<file path="config.mk">
export PLATFORM = sky130hd
export DESIGN_NAME = spi_send_receive
export DESIGN_NICKNAME = d
export VERILOG_FILES = /design/src/rtl/spi_send_receive.sv
export SDC_FILE = /design/constraint.sdc
export NUM_CORES = 1
export LEC_CHECK = 0
export BUFFER_PORTS_ARGS = -buffer_cell sky130_fd_sc_hd__buf_2
export CORE_MARGIN = 2
export CORE_UTILIZATION = 27
export CTS_BUF_LIST = sky130_fd_sc_hd__clkbuf_8
export CTS_CLUSTER_DIAMETER = 150
export DETAILED_ROUTE_END_ITERATION = 7
export GPL_ROUTABILITY_DRIVEN = 0
export GPL_TIMING_DRIVEN = 0
export SYNTH_ARGS = -nofsm -noshare
export SYNTH_HDL_FRONTEND = slang
export SYNTH_SLANG_ARGS = --single-unit
</file>
<file path="constraint.sdc">
create_clock -name clk -period 3.1 [get_ports clk]
set_input_delay 0.62 -clock clk [delete_from_list [all_inputs] [get_ports clk]]
set_output_delay 0.62 -clock clk [all_outputs]
set_load 0.01 [all_outputs]
</file>
<file path="src/rtl/spi_send_receive.sv">
// -----------------------------------------------------------------------------
// spi_send_receive
//
// Single-byte SPI master, mode 0 (sclk idles low), sclk = clk/2.
// A request seen while idle loads the TX byte and starts a transfer of exactly
// 8 sclk pulses. On each sclk rise the master samples miso. On each sclk fall
// it advances the bit count and presents the next mosi bit. The received byte
// appears on dout with data_valid held high until the next accepted request.
//
// Ports
//   clk          system clock, rising-edge active
//   nreset       asynchronous active-low reset
//   send_request start a transfer (ignored while busy)
//   din[7:0]     byte to transmit, captured on acceptance
//   cs_at_end    1: release cs when the transfer ends, 0: keep cs low
//   miso         serial data from the slave
//   mosi         serial data to the slave, MSB first
//   sclk         SPI clock
//   cs           active-low chip select
//   dout[7:0]    last received byte
//   data_valid   dout holds a completed byte
//   processing   transfer in progress
//   bit_counter  bits completed in the current or last transfer (0..8)
// -----------------------------------------------------------------------------
module spi_send_receive (
    input  logic       clk,
    input  logic       nreset,
    input  logic       send_request,
    input  logic [7:0] din,
    input  logic       cs_at_end,
    input  logic       miso,
    output logic       mosi,
    output logic       sclk,
    output logic       cs,
    output logic [7:0] dout,
    output logic       data_valid,
    output logic       processing,
    output logic [3:0] bit_counter
);

    typedef enum logic [0:0] {
        ST_IDLE = 1'b0,
        ST_BUSY = 1'b1
    } state_t;

    state_t      state_q, state_d;
    logic        sclk_q, sclk_d;
    logic        mosi_q, mosi_d;
    logic        cs_q, cs_d;
    logic [7:0]  dout_q, dout_d;
    logic        data_valid_q, data_valid_d;
    logic [3:0]  bit_counter_q, bit_counter_d;
    logic [7:0]  tx_q, tx_d;
    logic [7:0]  rx_q, rx_d;
    logic [3:0]  count_inc_s;

    // Bit count after the fall phase that is about to happen.
    always_comb begin
        count_inc_s = bit_counter_q + 4'd1;
    end

    // Next-state and output logic. While busy, the level of sclk selects the
    // phase: sclk low means the coming edge is a rise, sclk high a fall.
    always_comb begin
        state_d       = state_q;
        sclk_d        = sclk_q;
        mosi_d        = mosi_q;
        cs_d          = cs_q;
        dout_d        = dout_q;
        data_valid_d  = data_valid_q;
        bit_counter_d = bit_counter_q;
        tx_d          = tx_q;
        rx_d          = rx_q;

        case (state_q)
            ST_IDLE: begin
                if (send_request) begin
                    state_d       = ST_BUSY;
                    tx_d          = din;
                    rx_d          = 8'h00;
                    cs_d          = 1'b0;
                    data_valid_d  = 1'b0;
                    bit_counter_d = 4'd0;
                    mosi_d        = din[7];
                    sclk_d        = 1'b0;
                end else begin
                    state_d = ST_IDLE;
                end
            end
            ST_BUSY: begin
                if (!sclk_q) begin
                    // Rise phase: sample miso into the RX LSB.
                    sclk_d = 1'b1;
                    rx_d   = {rx_q[6:0], miso};
                end else begin
                    // Fall phase: count the bit, then either present the next
                    // TX bit or close the transfer.
                    sclk_d        = 1'b0;
                    bit_counter_d = count_inc_s;
                    if (count_inc_s == 4'd8) begin
                        state_d      = ST_IDLE;
                        data_valid_d = 1'b1;
                        dout_d       = rx_q;
                        mosi_d       = 1'b0;
                        cs_d         = cs_at_end ? 1'b1 : 1'b0;
                    end else begin
                        tx_d   = {tx_q[6:0], 1'b0};
                        mosi_d = tx_q[6];
                    end
                end
            end
            default: begin
                state_d = ST_IDLE;
            end
        endcase
    end

    // State register with asynchronous reset to the idle, deselected state.
    always_ff @(posedge clk or negedge nreset) begin
        if (!nreset) begin
            state_q       <= ST_IDLE;
            sclk_q        <= 1'b0;
            mosi_q        <= 1'b0;
            cs_q          <= 1'b1;
            dout_q        <= 8'h00;
            data_valid_q  <= 1'b0;
            bit_counter_q <= 4'd0;
            tx_q          <= 8'h00;
            rx_q          <= 8'h00;
        end else begin
            state_q       <= state_d;
            sclk_q        <= sclk_d;
            mosi_q        <= mosi_d;
            cs_q          <= cs_d;
            dout_q        <= dout_d;
            data_valid_q  <= data_valid_d;
            bit_counter_q <= bit_counter_d;
            tx_q          <= tx_d;
            rx_q          <= rx_d;
        end
    end

    assign processing  = (state_q == ST_BUSY);
    assign sclk        = sclk_q;
    assign mosi        = mosi_q;
    assign cs          = cs_q;
    assign dout        = dout_q;
    assign data_valid  = data_valid_q;
    assign bit_counter = bit_counter_q;

endmodule

</file>
# Word-level counts from Yosys, hierarchy flattened
# Cells that the tools add are included.
# word_totals
regBits	32
latch_bits	0
mem_bits_rw	0
mem_bits_ro	0
inputBits	13
out_inout_bits	17
elab_cells	50
memories	0
# op_classes
add_sub_neg	1
multipliers	0
div	0
magnitude_cmp	0
eq_ne	6
n_shift	0
n_mux	28
bitwise_logic	1
n_reduce_logical	5
# op_table
cell	n
7-bit two-way mux	3
8-bit two-way mux	2
8-bit one-hot mux with 2 select lines	1
7-bit one-hot mux with 2 select lines	1
1-bit two-way mux	13
1-bit one-hot mux with 2 select lines	5
3-bit AND reduction	3
4-bit two-way mux	2
4-bit one-hot mux with 2 select lines	1
2-bit inequality test, second input constant	3
4-bit by 1-bit adder with 4-bit output, second input constant	1
4-bit == test, second input constant	1
2-bit by 1-bit inequality test with 1-bit output, second input constant	2
2-bit AND reduction	2
1-bit NOT	1

# Logic depth before layout (Yosys ltp)
# Gate-level depths: netlist of the first run.
# logic_depth
depth_word	5
ltp_mapped	5

# Worst setup path before layout of the first run
# Ideal clock, no wire load.
# synth_timing
path_kind	in2reg
from	in send_request
to	reg tx_q[1]
setup_time_ns	0.125
arrival_ns	1.544
required_time_ns	2.975
slack_ns	1.432
cell_stages	4
path_cell_list	clkbuf_1 -> nand2b_1 -> o211ai_2 -> mux2_2
# synth_between
elab_chain_cells	2
# synth_rtl
element	line_no	text
from (decl)	28	input logic send_request,
2-bit inequality test (no source line)	--	
3-bit AND reduction (no source line)	--	
to (signal assigned)	138	tx_q <= tx_d;
to (decl)	53	logic [7:0] tx_q, tx_d;
# No other way between the ends.
# A chain may end at the register's enable or synchronous reset.

# Worst setup path in the final report of the first run
# layout_timing
from	reg bit_counter_q[0] (netlist: bit_counter[0])
to	reg dout_q[6] (netlist: dout[6])
# layout_between
elab_chain_cells	3
# layout_rtl
element	line_no	text
from (decl)	52	logic [3:0] bit_counter_q, bit_counter_d;
from (signal assigned)	137	bit_counter_q <= bit_counter_d;
4-bit by 1-bit adder with 4-bit output	59	count_inc_s = bit_counter_q + 4'd1;
4-bit == test	100	if (count_inc_s == 4'd8) begin
3-bit AND reduction (no source line)	--	
to (signal assigned)	135	dout_q <= dout_d;
to (decl)	50	logic [7:0] dout_q, dout_d;
# No other way between the ends.

==> results of run 1 <==
## area by class of cell
class                           count  area [µm²]  area share
Timing Repair Buffer               28       140.1     0.07635
Clock buffer                        5       68.82     0.03749
Multi-Input combinational cell     82       690.7      0.3763
Buffer                              6       31.28     0.01704
Inverter                            1       3.754    0.002045
Sequential cell                    32       802.0      0.4369
Clock inverter                      2       8.758    0.004772
Tap cell                           72       90.09     0.04908
## worst max-delay path, stage by stage, from the launching register on
cell and delay [ns]:
dfrtp_1 0.45, nand2_1 0.12, xnor2_2 0.21, nor3b_2 0.36, buf_6 0.24, mux2_4 0.31
## state kept, by name (all words and copies together) (netlist names)
| register | flops |
|---|---|
| mosi | 1 |
| bit_counter | 4 |
| processing | 1 |
| rx_q | 8 |
| dout | 8 |
| data_valid | 1 |
| tx_q | 7 |
| sclk | 1 |
| cs | 1 |
## power by group through the flow
| stage | Sequential [µW] | Combinational, µW | Clock [µW] |
|---|---|---|---|
| after floorplan | 775 | 580 | 0 |
| after global placement | 753 | 827 | 0 |
| after detailed placement | 761 | 844 | 0 |
| after CTS | 755 | 846 | 308 |
| after global routing | 778 | 925 | 326 |
| final | 753 | 828 | 299 |
## metrics by stage
| step | power (µW) | setup slack (ns) | hold WS, ns | utilization |
|---|---|---|---|---|
| floorplan | 1354 | 1.432 | 0.3244 | - |
| detailed placement | 1605 | 1.169 | 0.4653 | 0.3212 |
| finish | 1880 | 1.291 | 0.3891 | 0.3354 |
| global placement | 1580 | 1.157 | 0.4618 | 0.3212 |
| global route | 2028 | 1.163 | 0.4429 | 0.3354 |
| CTS | 1909 | 1.270 | 0.4183 | 0.3354 |
## cell usage after synthesis
master | instances | area (µm²)
and2_1 | 1 | 6.260
a211oi_1 | 1 | 7.510
buf_6 | 1 | 11.26
nor2b_1 | 1 | 6.260
nor2_1 | 2 | 7.510
a22o_1 | 5 | 43.79
dfstp_2 | 1 | 26.28
mux2i_1 | 2 | 20.02
nand2b_1 | 6 | 37.54
o21ai_0 | 6 | 30.03
buf_2 | 1 | 5.000
a21o_1 | 2 | 15.01
inv_1 | 1 | 3.750
mux2_2 | 23 | 259.0
nand2_1 | 13 | 48.80
clkbuf_1 | 4 | 15.01
ha_1 | 1 | 12.51
o211ai_2 | 1 | 12.51
xnor2_1 | 1 | 8.760
xor2_1 | 1 | 8.760
nor3b_2 | 1 | 12.51
nand4_1 | 1 | 6.260
nor3b_1 | 1 | 7.510
or2b_1 | 1 | 7.510
dfrtp_1 | 31 | 775.7
nand3_1 | 2 | 10.01
xnor2_2 | 1 | 16.27
nor3_1 | 1 | 5.000
mux2_4 | 6 | 90.09
a21oi_1 | 1 | 5.000
o22ai_1 | 1 | 6.260
## routing by layer
metal  part of all wire  wire length [µm]
met1               0.50              1543
met2               0.42              1311
met3              0.059               183
met4              0.016                48
met5                  0                 0
## cells by family (layout without fill, tap and decap cells)
group,after synthesis,count (layout),share of synthesized area
flip-flops,32,32,0.5250
multiplexers,31,31,0.2416
AND/OR/NAND/NOR,30,30,0.1016
AO/OA/AOI/OAI,17,17,0.07862
buffers and inverters,7,42,0.02292
XOR/XNOR,3,3,0.02212
adder cells (fa/ha/maj),1,1,0.008189
## worst paths after layout
path	start	end	slack, ns
min	nreset	tx_q[0]	0.39
max in group asynchronous	nreset	dout[3]	2.25
max	bit_counter[0]	dout[6]	1.29
min in group clk	cs	cs	0.48
max reg2reg	bit_counter[0]	dout[6]	1.29
min reg2reg	cs	cs	0.48
==> results.json, run 1 <==
{
  "outcome": "finished, final reports clean",
  "p_switching_uw": 671.3,
  "endpoint_kind": "flip-flop",
  "stdcell_count": 228,
  "die_h_um": 79.22,
  "rows": 27,
  "synthCells": 121,
  "hpwl_mm": 2.153,
  "die_w_um": 79.22,
  "cts_tree": "built",
  "n_antenna_cell": 0,
  "clock_latency_ns": 0.28,
  "core_area_um2": 5473,
  "relSlewSlack": 0.5204,
  "final_nets": 170,
  "rsz0062_at_grt": "no",
  "ir_worst_vdd_uv": 433.7,
  "stdcell_area_um2": 1836,
  "critPathMaxFanout": 10,
  "seq_power_share": 0.401,
  "vias": 1001,
  "grt_usage": 0.1115,
  "final_common_cell": "dfrtp_1",
  "cts.sinks": 32,
  "fill_cells": 586,
  "syn_area_per_cell_um2": 12.63,
  "synth.cell_area_um2": 1528,
  "cts_max_level": 2,
  "critPathLaunchType": "flip-flop",
  "first_iter_violations": 23,
  "ys_ff_latch": 32,
  "fin_setup_tns_ns": 0,
  "gr-total-overflow": 0,
  "placed_cells_incl_taps": 221,
  "grt_pass1_wl_mm": 5.278,
  "antenna_found_initial": 0,
  "combPwrFrac": 0.441,
  "synth_warnings": 0,
  "crit_type": "reg2reg",
  "drv_slew": 0,
  "ios": 30,
  "syn2layout_area_growth_pct": 20.15,
  "rr_worst_depth": 5,
  "hold_buffers": 0,
  "io_buffers": 28,
  "cts_made_buffers": 5,
  "initial_core_util": 0.2791,
  "p_per_area_nw_per_um2": 1024,
  "route.detailed.drc": 0,
  "fin_crit_ns": 1.809,
  "wirelength_mm": 3.087,
  "path_clk_slew_ns": 0.07,
  "p_int_uw": 1209,
  "drive_gt1_frac": 0.4423,
  "hold_class": "in2async",
  "synth_nets": 135,
  "min_period_over_period": 0.5835,
  "root_buffer": "clkbuf_8",
  "viasPerCell": 4.390,
  "worstPathRequired_ns": 3.26,
  "ant_nets": 0,
  "die_area_um2": 6276,
  "grt_use_met3": 0.03636,
  "setup_viol": 0,
  "clock.fmax_ghz": 0.5528,
  "tightestPinTransition_ns": 0.7194,
  "ys_types": 31,
  "busiest_layer": "met2",
  "grt_util_met1": 0.1493,
  "cts_resized": 0,
  "clockBufferDepth": 2,
  "drv_cap": 0,
  "dpl_cell_area_um2": 1758,
  "post_cts_buffers": 0,
  "swShare": 0.3570,
  "gr-usage-met2": 0.1627,
  "critPathArrivalTime_ns": 1.97,
  "final_cell_mix": "dfrtp_1 (31), buf_2 (29), mux2_2 (23), nand2_1 (13)",
  "clock_skew_ns": 0.004535,
  "finalHoldViolations": 0,
  "ys_seq_area_frac": 0.5250,
  "grt_pass1_vias": 1053,
  "wl_per_cell_um": 13.54,
  "p_leak_uw": 0.0008931,
  "grt_max_degree": 33,
  "clkPwrFrac": 0.159,
  "dr.pass1.iters": 4
}
(Power assumes the default switching activity.)
==> run 2, diff against run 1 <==
- clock period: 3.1 -> 1.5 ns (I/O delays scaled with it)
==> results.json, run 2 (synthesis results as in run 1) <==
{
  "cts_made_buffers": 5,
  "wl_per_cell_um": 13.92,
  "cts.sinks": 32,
  "route.detailed.drc": 0,
  "root_buffer": "clkbuf_8",
  "n_antenna_cell": 0,
  "tightestPinTransition_ns": 0.7330,
  "grt_util_met1": 0.1644,
  "antenna_found_initial": 0,
  "hold_buffers": 0,
  "drive_gt1_frac": 0.5366,
  "critPathArrivalTime_ns": 1.73,
  "busiest_layer": "met2",
  "rsz0062_at_grt": "yes",
  "finalHoldViolations": 0,
  "grt_pass1_vias": 1114,
  "syn2layout_area_growth_pct": 32.51,
  "r2r_slack_ns": -0.07,
  "gr-usage-met2": 0.1720,
  "vias": 1074,
  "layout.area.seq_um2": 805.8,
  "hpwl_mm": 2.161,
  "endpoint_kind": "flip-flop",
  "first_iter_violations": 38,
  "final_nets": 177,
  "grt_use_met3": 0.03977,
  "hold-worst-slack_ns": 0.06872,
  "clock_latency_ns": 0.29,
  "cts_max_level": 2,
  "viasPerCell": 4.551,
  "drv_cap": 0,
  "multi_input_area_um2": 758.2,
  "crit_chain": "nand2_4 > xnor2_4 > buf_6 > o211ai_4 > buf_12 > mux2_4",
  "io_buffers": 28,
  "final_cell_mix": "dfrtp_1 (28), buf_2 (28), mux2_2 (18), nand2_1 (11), mux2_4 (11)",
  "hold_class": "in2async",
  "ir_worst_vdd_uv": 1115,
  "slowest_delay_ns": 0.43,
  "dr.pass1.iters": 4,
  "die_w_um": 79.22,
  "grt_usage": 0.1179,
  "wirelength_mm": 3.285,
  "ios": 30,
  "fin_setup_tns_ns": -0.7624,
  "gr-total-overflow": 0,
  "p_per_area_nw_per_um2": 2278,
  "fill_cells": 580,
  "violations": "setup timing",
  "p_leak_uw": 0.0009916,
  "path_clk_slew_ns": 0.07,
  "min_period_over_period": 1.045,
  "clock.fmax_ghz": 0.6380,
  "core_area_um2": 5473,
  "initial_core_util": 0.2791,
  "clockBufferDepth": 2,
  "clock_skew_ns": 0.01010,
  "place_ws_ns": -0.1795,
  "ant_nets": 0,
  "cp_slowest_cell": "dfrtp_2",
  "critPathMaxFanout": 5,
  "fin_ws_ns": -0.06740,
  "crit_type": "reg2reg",
  "relSlewSlack": 0.5113,
  "setup_viol": 14,
  "die_h_um": 79.22,
  "total_power_uw": 4611,
  "fin_crit_ns": 1.567,
  "critPathLaunchType": "flip-flop",
  "worstPathRequired_ns": 1.66,
  "outcome": "complete, but fails checks",
  "grt_pass1_wl_mm": 5.616,
  "drv_slew": 0,
  "die_area_um2": 6276,
  "grt_max_degree": 33,
  "rows": 27,
  "cts_tree": "built"
}
## run 2: cell count changes in the layout (fill, tap and decap cells not counted), sizes merged
| cell | previous run | this run |
|---|---|---|
| buf | 30 | 37 |
| bufinv | 0 | 1 |
## run 2: layer usage
layer  wire length, µm  part of all wire  up-vias
li1                  -                 -      511
met3               243             0.074        5
met5                 0                 0        -
met4                37             0.011        0
met2              1418              0.43       41
met1              1585              0.48      517
## run 2: final timing paths
check                               start       to  depth (start not counted)
max                        bit_counter[0]  tx_q[2]                          6
min                                nreset  dout[0]                          1
max reg2reg                bit_counter[0]  tx_q[2]                          6
min reg2reg                            cs       cs                          2
max in group asynchronous          nreset     sclk                          1
min in group clk                cs_at_end       cs                          3
## run 2: repair_timing
item / in CTS / in global routing
setup endpoints to repair: 29 / 28
cloned: 0 / 0
pin swaps: 4 / 2
buffers inserted: 6 / 1
gates resized for setup: 17 / 3
## run 2: final cells by class
| cell class | instances | share of cell area |
|---|---|---|
| Buffer | 6 | 0.01854 |
| Inverter | 1 | 0.001854 |
| Multi-Input combinational cell | 82 | 0.3745 |
| Sequential cell | 32 | 0.3980 |
| Timing Repair Buffer | 35 | 0.1094 |
| Tap cell | 72 | 0.04450 |
| Clock buffer | 5 | 0.03399 |
| Clock inverter | 3 | 0.01916 |
## run 2: critical path, delay by kind of cell, from the launching register on
family / cells / cell delay (ns)
AO/OA/AOI/OAI: 1 / 0.21
XOR/XNOR: 1 / 0.14
buffers and inverters: 2 / 0.28
flip-flops: 1 / 0.43
multiplexers: 1 / 0.29
AND/OR/NAND/NOR: 1 / 0.08
## run 2: stage by stage
step | instance area, µm² | utilization | cells
after CTS | 2013 | 0.3679 | 235
after floorplan | 1539 | - | 121
final | 2024 | 0.3699 | 236
after global placement | 1769 | 0.3233 | 221
after detailed placement | 1769 | 0.3233 | 221
after global routing | 2024 | 0.3699 | 236
## run 2: power breakdown
group / internal (µW) / total [µW] / switching (µW)
logic: 1290 / 2220 / 922
clock network: 486 / 813 / 327
registers: 1250 / 1580 / 334
